<file path="src/rtl/bram_port_arbiter_if.sv">
// Requester/BRAM bundle for bram_port_arbiter.
// Ports: req_* per-requester flat fields, req_ready one-hot grant, rsp_* read return,
//        bram_* single-port BRAM side, lock_timeout forced-release pulse.
interface bram_port_arbiter_if #(
  parameter int NUM_REQ      = 2,
  parameter int MEMORY_DEPTH = 4092,
  parameter int DATA_WIDTH   = 16
);
  localparam int ADDR_W = $clog2(MEMORY_DEPTH);

  logic [NUM_REQ-1:0]            req_valid;
  logic [NUM_REQ-1:0]            req_lock;
  logic [NUM_REQ-1:0]            req_wr;
  logic [NUM_REQ*ADDR_W-1:0]     req_addr;
  logic [NUM_REQ*DATA_WIDTH-1:0] req_wdata;
  logic [NUM_REQ-1:0]            req_ready;
  logic [NUM_REQ-1:0]            rsp_valid;
  logic [DATA_WIDTH-1:0]         rsp_rdata;
  logic                          bram_wr;
  logic [DATA_WIDTH-1:0]         bram_data;
  logic [ADDR_W-1:0]             bram_address;
  logic [DATA_WIDTH-1:0]         bram_q;
  logic                          lock_timeout;

  // Environment side: requesters plus the BRAM instance.
  modport master (
    output req_valid, req_lock, req_wr, req_addr, req_wdata, bram_q,
    input  req_ready, rsp_valid, rsp_rdata, bram_wr, bram_data, bram_address, lock_timeout
  );

  // Arbiter side.
  modport slave (
    input  req_valid, req_lock, req_wr, req_addr, req_wdata, bram_q,
    output req_ready, rsp_valid, rsp_rdata, bram_wr, bram_data, bram_address, lock_timeout
  );
endinterface

</file>
<file path="src/rtl/bram_port_arbiter.sv">
// Round-robin arbiter sharing one single-port BRAM among NUM_REQ requesters, with burst lock.
// Ports: clk, rstN (async active-low), bus (slave modport: requests, grants, read responses,
//        BRAM write/address/data/q, lock_timeout). Grant is same-cycle; read data returns one cycle later.
module bram_port_arbiter #(
  parameter int NUM_REQ      = 2,
  parameter int MEMORY_DEPTH = 4092,
  parameter int DATA_WIDTH   = 16,
  parameter int MAX_LOCK     = 64
) (
  input  logic               clk,
  input  logic               rstN,
  bram_port_arbiter_if.slave bus
);
  localparam int ADDR_W = $clog2(MEMORY_DEPTH);
  localparam int ID_W   = $clog2(NUM_REQ);
  localparam int CNT_W  = $clog2(MAX_LOCK);

  typedef enum logic {
    S_IDLE,
    S_LOCKED
  } state_t;

  state_t            state, state_nxt;
  logic [ID_W-1:0]   rr_ptr, rr_ptr_nxt;
  logic [ID_W-1:0]   owner, owner_nxt;
  logic [CNT_W-1:0]  lock_cnt, lock_cnt_nxt;
  logic              timeout_nxt;
  logic              grant_vld;
  logic [ID_W-1:0]   grant_id;
  logic [NUM_REQ-1:0] ready;
  logic [NUM_REQ-1:0] rsp_valid_q;
  logic              timeout_q;

  function automatic logic [ID_W-1:0] inc_id(input logic [ID_W-1:0] id);
    if (int'(id) == NUM_REQ - 1) return '0;
    return id + ID_W'(1);
  endfunction

  // Grant selection. The IDLE scan runs from the highest offset down so the
  // requester closest to rr_ptr is the last (winning) assignment.
  always_comb begin
    int idx;
    idx       = 0;
    grant_vld = 1'b0;
    grant_id  = '0;
    if (state == S_LOCKED) begin
      grant_vld = bus.req_valid[owner];
      grant_id  = owner;
    end else begin
      for (int k = NUM_REQ - 1; k >= 0; k--) begin
        idx = int'(rr_ptr) + k;
        if (idx >= NUM_REQ) idx = idx - NUM_REQ;
        if (bus.req_valid[ID_W'(idx)]) begin
          grant_vld = 1'b1;
          grant_id  = ID_W'(idx);
        end
      end
    end
    // Nothing is granted while reset is asserted, so the BRAM sees no traffic.
    if (!rstN) grant_vld = 1'b0;
  end

  always_comb begin
    ready = '0;
    if (grant_vld) ready[grant_id] = 1'b1;
  end

  assign bus.req_ready    = ready;
  assign bus.bram_wr      = grant_vld & bus.req_wr[grant_id];
  assign bus.bram_address = grant_vld ? bus.req_addr[int'(grant_id)*ADDR_W +: ADDR_W] : '0;
  assign bus.bram_data    = grant_vld ? bus.req_wdata[int'(grant_id)*DATA_WIDTH +: DATA_WIDTH] : '0;
  assign bus.rsp_valid    = rsp_valid_q;
  assign bus.rsp_rdata    = bus.bram_q;
  assign bus.lock_timeout = timeout_q;

  // Next-state logic. lock_cnt counts LOCKED cycles; reaching MAX_LOCK-1
  // without a releasing beat forces the owner out. A beat accepted in that
  // final cycle still goes to the BRAM.
  always_comb begin
    state_nxt    = state;
    rr_ptr_nxt   = rr_ptr;
    owner_nxt    = owner;
    lock_cnt_nxt = lock_cnt;
    timeout_nxt  = 1'b0;
    case (state)
      S_IDLE: begin
        if (grant_vld) begin
          if (bus.req_lock[grant_id]) begin
            state_nxt    = S_LOCKED;
            owner_nxt    = grant_id;
            lock_cnt_nxt = '0;
          end else begin
            rr_ptr_nxt = inc_id(grant_id);
          end
        end
      end
      S_LOCKED: begin
        lock_cnt_nxt = lock_cnt + CNT_W'(1);
        if (grant_vld && !bus.req_lock[owner]) begin
          state_nxt  = S_IDLE;
          rr_ptr_nxt = inc_id(owner);
        end else if (lock_cnt == CNT_W'(MAX_LOCK - 1)) begin
          state_nxt   = S_IDLE;
          rr_ptr_nxt  = inc_id(owner);
          timeout_nxt = 1'b1;
        end
      end
      default: state_nxt = S_IDLE;
    endcase
  end

  always_ff @(posedge clk or negedge rstN) begin
    if (!rstN) begin
      state       <= S_IDLE;
      rr_ptr      <= '0;
      owner       <= '0;
      lock_cnt    <= '0;
      rsp_valid_q <= '0;
      timeout_q   <= 1'b0;
    end else begin
      state       <= state_nxt;
      rr_ptr      <= rr_ptr_nxt;
      owner       <= owner_nxt;
      lock_cnt    <= lock_cnt_nxt;
      timeout_q   <= timeout_nxt;
      // BRAM q is valid the cycle after the address is presented.
      rsp_valid_q <= (grant_vld && !bus.req_wr[grant_id]) ? ready : '0;
    end
  end
endmodule

</file>
<file path="src/flat_wrapper.sv">
// flat-port wrapper written by rule: the top's interface ports become plain ports
module bram_port_arbiter_flat 
#(
  parameter int NUM_REQ      = 2,
  parameter int MEMORY_DEPTH = 4092,
  parameter int DATA_WIDTH   = 16,
  parameter int MAX_LOCK     = 64
)
  (clk, rstN, bus_req_valid, bus_req_lock, bus_req_wr, bus_req_addr, bus_req_wdata, bus_bram_q, bus_req_ready, bus_rsp_valid, bus_rsp_rdata, bus_bram_wr, bus_bram_data, bus_bram_address, bus_lock_timeout);
  bram_port_arbiter_if #(.NUM_REQ(NUM_REQ), .MEMORY_DEPTH(MEMORY_DEPTH), .DATA_WIDTH(DATA_WIDTH)) bus_i ();
  input  logic clk;
  input  logic rstN;
  input wire logic [$bits(bus_i.req_valid)-1:0] bus_req_valid;
  input wire logic [$bits(bus_i.req_lock)-1:0] bus_req_lock;
  input wire logic [$bits(bus_i.req_wr)-1:0] bus_req_wr;
  input wire logic [$bits(bus_i.req_addr)-1:0] bus_req_addr;
  input wire logic [$bits(bus_i.req_wdata)-1:0] bus_req_wdata;
  input wire logic [$bits(bus_i.bram_q)-1:0] bus_bram_q;
  output wire logic [$bits(bus_i.req_ready)-1:0] bus_req_ready;
  output wire logic [$bits(bus_i.rsp_valid)-1:0] bus_rsp_valid;
  output wire logic [$bits(bus_i.rsp_rdata)-1:0] bus_rsp_rdata;
  output wire logic [$bits(bus_i.bram_wr)-1:0] bus_bram_wr;
  output wire logic [$bits(bus_i.bram_data)-1:0] bus_bram_data;
  output wire logic [$bits(bus_i.bram_address)-1:0] bus_bram_address;
  output wire logic [$bits(bus_i.lock_timeout)-1:0] bus_lock_timeout;
  assign bus_i.req_valid = bus_req_valid;
  assign bus_i.req_lock = bus_req_lock;
  assign bus_i.req_wr = bus_req_wr;
  assign bus_i.req_addr = bus_req_addr;
  assign bus_i.req_wdata = bus_req_wdata;
  assign bus_i.bram_q = bus_bram_q;
  assign bus_req_ready = bus_i.req_ready;
  assign bus_rsp_valid = bus_i.rsp_valid;
  assign bus_rsp_rdata = bus_i.rsp_rdata;
  assign bus_bram_wr = bus_i.bram_wr;
  assign bus_bram_data = bus_i.bram_data;
  assign bus_bram_address = bus_i.bram_address;
  assign bus_lock_timeout = bus_i.lock_timeout;
  bram_port_arbiter #(.NUM_REQ(NUM_REQ), .MEMORY_DEPTH(MEMORY_DEPTH), .DATA_WIDTH(DATA_WIDTH), .MAX_LOCK(MAX_LOCK)) u_core (.clk(clk), .rstN(rstN), .bus(bus_i));
endmodule
</file>
<file path="config.mk">
export PLATFORM = sky130hd
export DESIGN_NAME = bram_port_arbiter_flat
export DESIGN_NICKNAME = d
export VERILOG_FILES = /design/src/rtl/bram_port_arbiter_if.sv /design/src/rtl/bram_port_arbiter.sv /design/src/flat_wrapper.sv
export SDC_FILE = /design/constraint.sdc
export NUM_CORES = 1
export LEC_CHECK = 0
export BUFFER_PORTS_ARGS = -buffer_cell sky130_fd_sc_hd__buf_2
export CAP_MARGIN = 20
export CORE_MARGIN = 5
export CORE_UTILIZATION = 33
export CTS_BUF_LIST = sky130_fd_sc_hd__clkbuf_4 sky130_fd_sc_hd__clkbuf_8
export CTS_CLUSTER_SIZE = 40
export DETAILED_ROUTE_END_ITERATION = 6
export GPL_ROUTABILITY_DRIVEN = 0
export PLACE_DENSITY = 0.82
export REMOVE_ABC_BUFFERS = 1
export SLEW_MARGIN = 20
export SYNTH_ARGS = -nofsm -noshare
export SYNTH_HDL_FRONTEND = slang
export SYNTH_SLANG_ARGS = --single-unit
</file>
<file path="constraint.sdc">
create_clock -name clk -period 2.1 [get_ports clk]
set_clock_uncertainty 0.05 [all_clocks]
set_input_delay 0.315 -clock clk [delete_from_list [all_inputs] [get_ports clk]]
set_output_delay 0.315 -clock clk [all_outputs]
set_load 0.05 [all_outputs]
</file>
==> results.cfg, run 1 <==
[yosys]
yosys.area_share.simple_pct = 7.76
synth_edf_count = 0
ys_seq_elements = 12
synth-xor-area-share_pct = 3.39
synth.distinct_cells = 29
async_reset_ff_share_pct = 100
synth_area_leaders = dfrtp_1, a22o_1, buf_4
synth_top_area_cell = dfrtp_1
synth_warnings = 0
synth_ff_type = dfrtp_1
synth_compound_area_share_pct = 36.0
yosysMostFrequentCell = a22o_1
yosysSeqAreaShare_pct = 29.1
synth_common_cells = a22o_1, buf_4, dfrtp_1
yosys.area_share.adder_pct = 1.21
syn-cell-area_um2 = 1030
synth_top_family_by_area = compound AO/OA/AOI/OAI gates
syn_inst = 105
synth_top_area_share_pct = 29.1
muxShareOfSynthArea_pct = 6.06
synth_area_per_cell_um2 = 9.83

[global_route]
grt_max_degree = 31
antenna_found_initial = 0
grt_pass1_wl_mm = 6.10
grt_overflow_total = 0
first_global_vias = 1312
grtUsageTotal_pct = 18.5

[finish]
area_growth_pct = 66.4
n_antenna_cell = 0
nets = 275
utilization_pct = 56.7
fin_cells = 236
fillers = 277
drive_gt1_share_pct = 62.5

[floorplan]
coreArea_um2 = 3030
fp.dieW_um = 65.9
die-area_um2 = 4350
fp.dieH_um = 65.9
ios = 130
row_count = 20
start_util_pct = 34.1

[timing]
setup_viol = 0
worst-slew-pin-transition_ps = 299
timing.final.crit_share_pct = 100
slew_headroom_pct = 79.5
max_freq_mhz = 476
drv_slew = 0
hold_viol_final = 0
hold_ws_ps = 163
grt_setup_unrepaired = yes
min_period_ps = 2100

[worst_hold_path]
holdCritStartpoint = bus_req_wr[1]
min_path_type = input pin to flip-flop

[place]
place.port_buffers = 97
dp.cells = 230
dpl.hpwl_mm = 3.26

[power_and_ir_drop]
ir_worst_vdd_uv = 744
power_leakage_nw = 0.918
fin_total_pwr_mw = 2.33
powerDensity_nw_per_um2 = 1350

[routing]
drc = 0
routed_wirelength_mm = 4.28
firstDrtPassIters = 4
ant_nets = 0
dr.first_iter.drc_count = 102
wire_per_inst_um = 18.1
via_count = 1211
viasPerCell = 5.13

[setup_path]
start_kind = flip-flop
path_class = flip-flop to output port
reg2reg_from = u_core.rr_ptr
worstSetupStartpoint = u_core.owner
end_kind = output port
arrival_ps = 1730
cp_data_required_time_ps = 1740
crit_path_max_fanout = 29

[clock_tree]
clk_pin_slew_ps = 80
clock_latency_ps = 280
numCtsBuffers = 3
cts_tree = built
numClockSinks = 12
cts_buffer_depth = 2
htreeDepth = 1
root_buffer = clkbuf_4

[run]
cap_viol_max_count = 0

[outcome]
status = completed
timing repair:
action	CTS	global route
gates resized for setup	8	59
pin swaps	0	2
gates cloned	0	1
setup endpoints to repair	28	28
setup buffers	0	0
hold buffers	2	0
hold endpoints to repair	12	0
logic make-up (layout without fill, tap and decap cells):
kind of cell	count (synthesis)	in the layout
DFF	12	12
xor gates and xnor gates	4	4
and+or+nand+nor	16	16
buffers and inverters	25	112
adders and majority gates	1	1
AOI/OAI and AO/OA	41	41
muxes	6	6
registers in the layout, summed over array words and instances (netlist names):
signal and flops:
u_core.bus.lock_timeout 1, u_core.rr_ptr 1, u_core.bus.rsp_valid 2, u_core.lock_cnt 6
u_core.state 1, u_core.owner 1
area by class of cell:
| type | instances | area (um^2) | share of cell area (%) |
|---|---|---|---|
| Timing Repair Buffer | 107 | 739 | 43.0 |
| Multi-Input combinational cell | 68 | 591 | 34.4 |
| Clock buffer | 3 | 22.5 | 1.31 |
| Inverter | 2 | 7.51 | 0.437 |
| Tap cell | 44 | 55.1 | 3.20 |
| Sequential cell | 12 | 303 | 17.6 |
cell usage in the layout (no fill, tap or decap), drive strengths merged:
master         n
nor3           2
ha             1
a22oi          1
nand3          2
clkbuf         4
o211a          1
o21a           1
or2            1
o31ai          2
o2bb2ai        1
inv            2
and3           1
nand2          3
mux2           2
nor2           5
dfrtp         12
a31oi          1
o21ai          2
a22o          32
and4           1
dlygate4sd3    2
nor2b          1
xnor2          2
buf          104
xor2           2
mux2i          4
per-stage QoR:
stage / area (um^2) / setup TNS (ps) / worst slack, ps
finish: 1720 / 0 / 1.01
global route: 1720 / -41.4 / -13.2
CTS: 1570 / -26.3 / -17.8
detailed placement: 1510 / 0 / 193
global placement: 1510 / 0 / 205
floorplan: 870 / -37910 / -1330
path summary, 6_finish.rpt:
| kind | endpoint | slack, ps | cells after the start |
|---|---|---|---|
| setup reg to reg | u_core.lock_cnt[0] | 340 | 6 |
| max in group asynchronous | u_core.lock_cnt[0] | 1350 | 3 |
| setup / recovery | bus_bram_data[10] | 1 | 6 |
| hold / removal | u_core.bus.rsp_valid[1] | 160 | 2 |
| hold reg to reg | u_core.lock_cnt[1] | 490 | 1 |
| min in group asynchronous | u_core.lock_cnt[4] | 460 | 3 |
report_power, final:
group / internal, mW / switching [mW] / total (mW)
sequential: 0.317 / 0.0934 / 0.410
combinational: 0.693 / 1.08 / 1.77
clock: 0.0666 / 0.0783 / 0.145
metal layers:
| metal | track usage (%) | wire length, um | up-vias |
|---|---|---|---|
| li1 | - | - | 559 |
| met1 | 19.2 | 1410 | 550 |
| met2 | 31.2 | 2100 | 89 |
| met3 | 8.33 | 611 | 11 |
| met4 | 7.36 | 93 | 2 |
| met5 | 11.1 | 57 | - |
worst max-delay path, stage by stage, from the launching register on:
cell	delay [ps]
dfrtp_2	450
and4_4	200
a31oi_4	150
nor2_2	60
buf_12	160
a22o_1	210
buf_4	200
Power figures use the tool's default switching activity.
==> inputs of run 2 (changes only) <==
--- a/config.mk
+++ b/config.mk
@@ -13,6 +13,7 @@
 export CTS_CLUSTER_SIZE = 40
 export DETAILED_ROUTE_END_ITERATION = 6
 export GPL_ROUTABILITY_DRIVEN = 0
+export MAX_ROUTING_LAYER = met4
 export PLACE_DENSITY = 0.82
 export REMOVE_ABC_BUFFERS = 1
 export SLEW_MARGIN = 20
==> run 2 against run 1 <==
Hold slack worse by 2.1 ps. Cell count up 0.42%. Critical path depth unchanged. Die area unchanged. Worst setup slack better by 9.7 ps. Critical path type unchanged.
==> results.cfg, run 2 (synthesis results as in run 1) <==
[outcome]
status = completed

[global_route]
first_global_vias = 1307
grt_pass1_wl_mm = 6.10
antenna_found_initial = 0
grt_overflow_total = 0
grt_max_degree = 31
grtUsageTotal_pct = 19.0

[floorplan]
die-area_um2 = 4350
fp.dieH_um = 65.9
coreArea_um2 = 3030
ios = 130
row_count = 20
fp.dieW_um = 65.9
start_util_pct = 34.1

[timing]
timing.final.crit_share_pct = 99.5
setup_ws_ps = 10.7
min_period_ps = 2090
grt_setup_unrepaired = yes
drv_slew = 0
hold_viol_final = 0
slew_headroom_pct = 79.5
max_freq_mhz = 479
setup_viol = 0
worst-slew-pin-transition_ps = 299
fin_tns_setup_ps = 0

[place]
place.port_buffers = 97
pre_cts_slack_ps = 193
dpl.hpwl_mm = 3.26
dp.cells = 230

[finish]
largest_reg_flops = 6
final_cell_mix = buf_2, a22o_1, buf_4, buf_6, dfrtp_1
nets = 276
drive_gt1_share_pct = 62.7
area_growth_pct = 66.8
fin_cells = 237
n_antenna_cell = 0
largest-register = u_core.lock_cnt
final_common_cell = buf_2

[power_and_ir_drop]
power_leakage_nw = 0.922
fin_total_pwr_mw = 2.33
powerDensity_nw_per_um2 = 1350
ir_worst_vdd_uv = 743

[routing]
ant_nets = 0
routed_wirelength_mm = 4.28
wire_per_inst_um = 18.1
viasPerCell = 5.10
wl_met2_mm = 2.13
drc = 0
firstDrtPassIters = 4
dr.first_iter.drc_count = 68
dr.max_layer_used = met4
met3_length_um = 608
via_count = 1209
wl_met1_mm = 1.45

[setup_path]
crit_path_max_fanout = 29
rrSetupSlack_ps = 340
arrival_ps = 1720
path_class = flip-flop to output port
cp_data_required_time_ps = 1740
end_kind = output port
start_kind = flip-flop

[clock_tree]
numCtsBuffers = 3
root_buffer = clkbuf_4
clock_latency_ps = 280
cts_tree = built
numClockSinks = 12
htreeDepth = 1
clk_pin_slew_ps = 80
cts_buffer_depth = 2
postCtsSetupBuffers = 0

[run]
cap_viol_max_count = 0

[worst_hold_path]
min_path_type = input pin to flip-flop
-- run 2: changes by cell type in the layout (fill, tap and decap cells not counted) --
cell | previous run | this run
buf_4 | 19 | 20
clkbuf_4 | 3 | 4
buf_6 | 13 | 12
-- run 2: path summary, 6_finish.rpt --
kind                                          from                 endpoint  cells past startpoint
worst min register to register  u_core.lock_cnt[1]       u_core.lock_cnt[1]                      1
worst max-delay path                  u_core.owner        bus_bram_data[10]                      6
max in group asynchronous                     rstN       u_core.lock_cnt[0]                      3
min in group asynchronous                     rstN       u_core.lock_cnt[4]                      3
worst min-delay path                 bus_req_wr[1]  u_core.bus.rsp_valid[1]                      2
worst max register to register       u_core.rr_ptr       u_core.lock_cnt[0]                      6
-- run 2: layer usage --
metal / GRT usage [%] / vias to the layer above
li1: - / 562
met1: 19.6 / 545
met2: 31.2 / 93
met3: 9.01 / 9
met4: 7.36 / 0
met5: - / -
-- run 2: area by class of cell --
cell class	instances	area, um^2
Fill cell	278	1310
Inverter	2	7.51
Clock buffer	3	22.5
Multi-Input combinational cell	68	591
Sequential cell	12	303
Tap cell	44	55.1
Timing Repair Buffer	108	743
-- run 2: critical path: stages (launching register included) --
cell and delay [ps]:
dfrtp_2 450, and4_4 200, a31oi_4 150, nor2_2 60, buf_12 160, a22o_1 200, buf_4 190
-- run 2: timing repair --
| item | in CTS | in global routing |
|---|---|---|
| resized for setup | 8 | 56 |
| pin swaps | 0 | 2 |
| hold buffers | 2 | 0 |
| endpoints found under the hold margin | 12 | 0 |
| setup endpoints to repair | 28 | 28 |
| cloned | 0 | 2 |
-- run 2: through the flow --
step | hold WS [ps] | utilization [%] | area (um^2)
floorplan | -30.6 | - | 870
global placement | 210 | 49.7 | 1510
detailed placement | 211 | 49.7 | 1510
CTS | 152 | 51.7 | 1570
global route | 149 | 56.9 | 1720
finish | 160 | 56.9 | 1720
-- run 2: power by group --
group          internal (mW)  switching (mW)  leakage, nW  total [mW]
Clock                 0.0666          0.0781       0.0138       0.145
Sequential             0.317          0.0927        0.152       0.410
Combinational          0.696            1.08        0.756        1.77
==> inputs of run 3 (changes only) <==
--- a/config.mk
+++ b/config.mk
@@ -6,7 +6,7 @@
 export NUM_CORES = 1
 export LEC_CHECK = 0
 export BUFFER_PORTS_ARGS = -buffer_cell sky130_fd_sc_hd__buf_2
-export CAP_MARGIN = 20
+export CAP_MARGIN = 30
 export CORE_MARGIN = 5
 export CORE_UTILIZATION = 33
 export CTS_BUF_LIST = sky130_fd_sc_hd__clkbuf_4 sky130_fd_sc_hd__clkbuf_8
==> constraint.sdc (replaced) <==
create_clock -name clk -period 2.1 [get_ports clk]
set_clock_uncertainty 0.05 [all_clocks]
set_input_delay 0 -clock clk [delete_from_list [all_inputs] [get_ports clk]]
set_output_delay 0 -clock clk [all_outputs]
set_load 0.05 [all_outputs]
==> run 3 against run 2 <==
Hold slack got worse by 140 ps. Via count rose by 4.5%. Routed wire length rose by 0.30%. Register-to-register slack improved by 50 ps. Worst setup slack improved by 150 ps. Die area did not move. Power fell by 6.1%. Flip-flop and latch count did not move. Largest power group unchanged. Combinational power fell by 9.6%. Critical endpoint is now bus_bram_address[10].
==> results.cfg, run 3 (synthesis results as in run 1) <==
[timing]
grt_setup_unrepaired = no
min_period_ps = 1940
max_freq_mhz = 516
hold_ws_ps = 17.2
slew_headroom_pct = 61.5
setup_viol = 0
drv_slew = 0
hold_viol_final = 0
worst-slew-pin-transition_ps = 576
timing.final.crit_share_pct = 92.4
fin_tns_setup_ps = 0
setup_ws_ps = 161

[global_route]
antenna_found_initial = 0
grt_pass1_wl_mm = 6.40
grt_overflow_total = 0
grt_max_degree = 30
grtUsageTotal_pct = 19.9
first_global_vias = 1382

[finish]
regArea_um2 = 300
largest-register = u_core.lock_cnt
largest_reg_flops = 6
fin_cells = 251
multiInputGateArea_um2 = 564
area_growth_pct = 64.2
final_cell_mix = buf_2, a22o_1, dlygate4sd3_1, dfrtp_1
final_common_cell = buf_2
utilization_pct = 56.0
n_antenna_cell = 0
nets = 289
fillers = 273
drive_gt1_share_pct = 54.1
final_area_um2 = 1700

[setup_path]
reg2reg_from = u_core.state
r2r-end = u_core.rr_ptr
arrival_ps = 1890
end_kind = output port
crit_path_max_fanout = 16
rrSetupSlack_ps = 390
start_kind = flip-flop
r2r_cells = 5
cp_data_required_time_ps = 2050
path_class = flip-flop to output port

[routing]
via_count = 1264
firstDrtPassIters = 4
routed_wirelength_mm = 4.30
dr.first_iter.drc_count = 94
wire_per_inst_um = 17.1
viasPerCell = 5.04
drc = 0
ant_nets = 0

[floorplan]
ios = 130
fp.dieH_um = 65.9
fp.dieW_um = 65.9
row_count = 20
start_util_pct = 34.1
coreArea_um2 = 3030
die-area_um2 = 4350

[clock_tree]
numClockSinks = 12
numCtsBuffers = 3
clock_latency_ps = 280
clk_pin_slew_ps = 80
cts_tree = built
postCtsSetupBuffers = 0
cts_buffer_depth = 2
htreeDepth = 1
root_buffer = clkbuf_4

[place]
pre_cts_slack_ps = 416
dpl_cell_area_um2 = 1470
dpl.hpwl_mm = 3.31
dp.cells = 228
place.port_buffers = 97

[worst_hold_path]
min_path_type = input pin to async pin

[outcome]
status = completed

[power_and_ir_drop]
p_seq_share_pct = 18.3
internal-power_uw = 927
powerDensity_nw_per_um2 = 1290
share_comb_of_total_power_pct = 73.1
switchingPower_mw = 1.26
power_frac_clock_pct = 8.6
fin_total_pwr_mw = 2.19
ir_worst_vdd_uv = 646
power_switching_share_pct = 57.6
power_leakage_nw = 0.949

[run]
cap_viol_max_count = 0
==> run 3: critical path, stage by stage, from the launching register on <==
cell	delay, ps
dfrtp_1	460
nand2_2	140
o21ai_4	140
o211a_1	220
buf_4	210
a22o_1	170
buf_2	260
==> run 3: metal layers <==
| layer | GRT usage [%] | wire [um] |
|---|---|---|
| met1 | 20.0 | 1590 |
| met2 | 38.7 | 2330 |
| met3 | 3.40 | 322 |
| met4 | 6.09 | 57 |
| met5 | - | 0 |
==> run 3: power groups by stage <==
stage	sequential, mW	combinational, mW	clock, mW
after global placement	0.394	1.49	0
after global routing	0.409	1.69	0.196
after detailed placement	0.396	1.51	0
final	0.400	1.60	0.187
after CTS	0.397	1.60	0.189
after floorplan	0.422	1.08	0
==> run 3: how the worst max path moves through the flow <==
stage | to | depth (start not counted) | slack [ps] | start
2_1_floorplan | bus_bram_address[0] | 4 | -1010 | u_core.state
3_3_place_gp | bus_bram_data[14] | 6 | 430 | u_core.state
3_5_place_dp | bus_bram_data[14] | 6 | 420 | u_core.state
4_1_cts | bus_bram_data[14] | 6 | 90 | u_core.state
5_1_grt | bus_bram_data[14] | 6 | 60 | u_core.state
6_report | bus_bram_address[10] | 6 | 160 | u_core.state
==> run 3: final cells by class <==
type,count,share of cell area [%]
Clock buffer,4,2.14
Inverter,2,0.443
Multi-Input combinational cell,68,33.3
Sequential cell,12,17.7
Tap cell,44,3.25
Timing Repair Buffer,121,43.2
==> run 3: repair_timing <==
action	CTS	global route
hold buffers	19	0
endpoints found under the setup margin	0	1
endpoints found under the hold margin	30	0
gates resized for setup	0	1
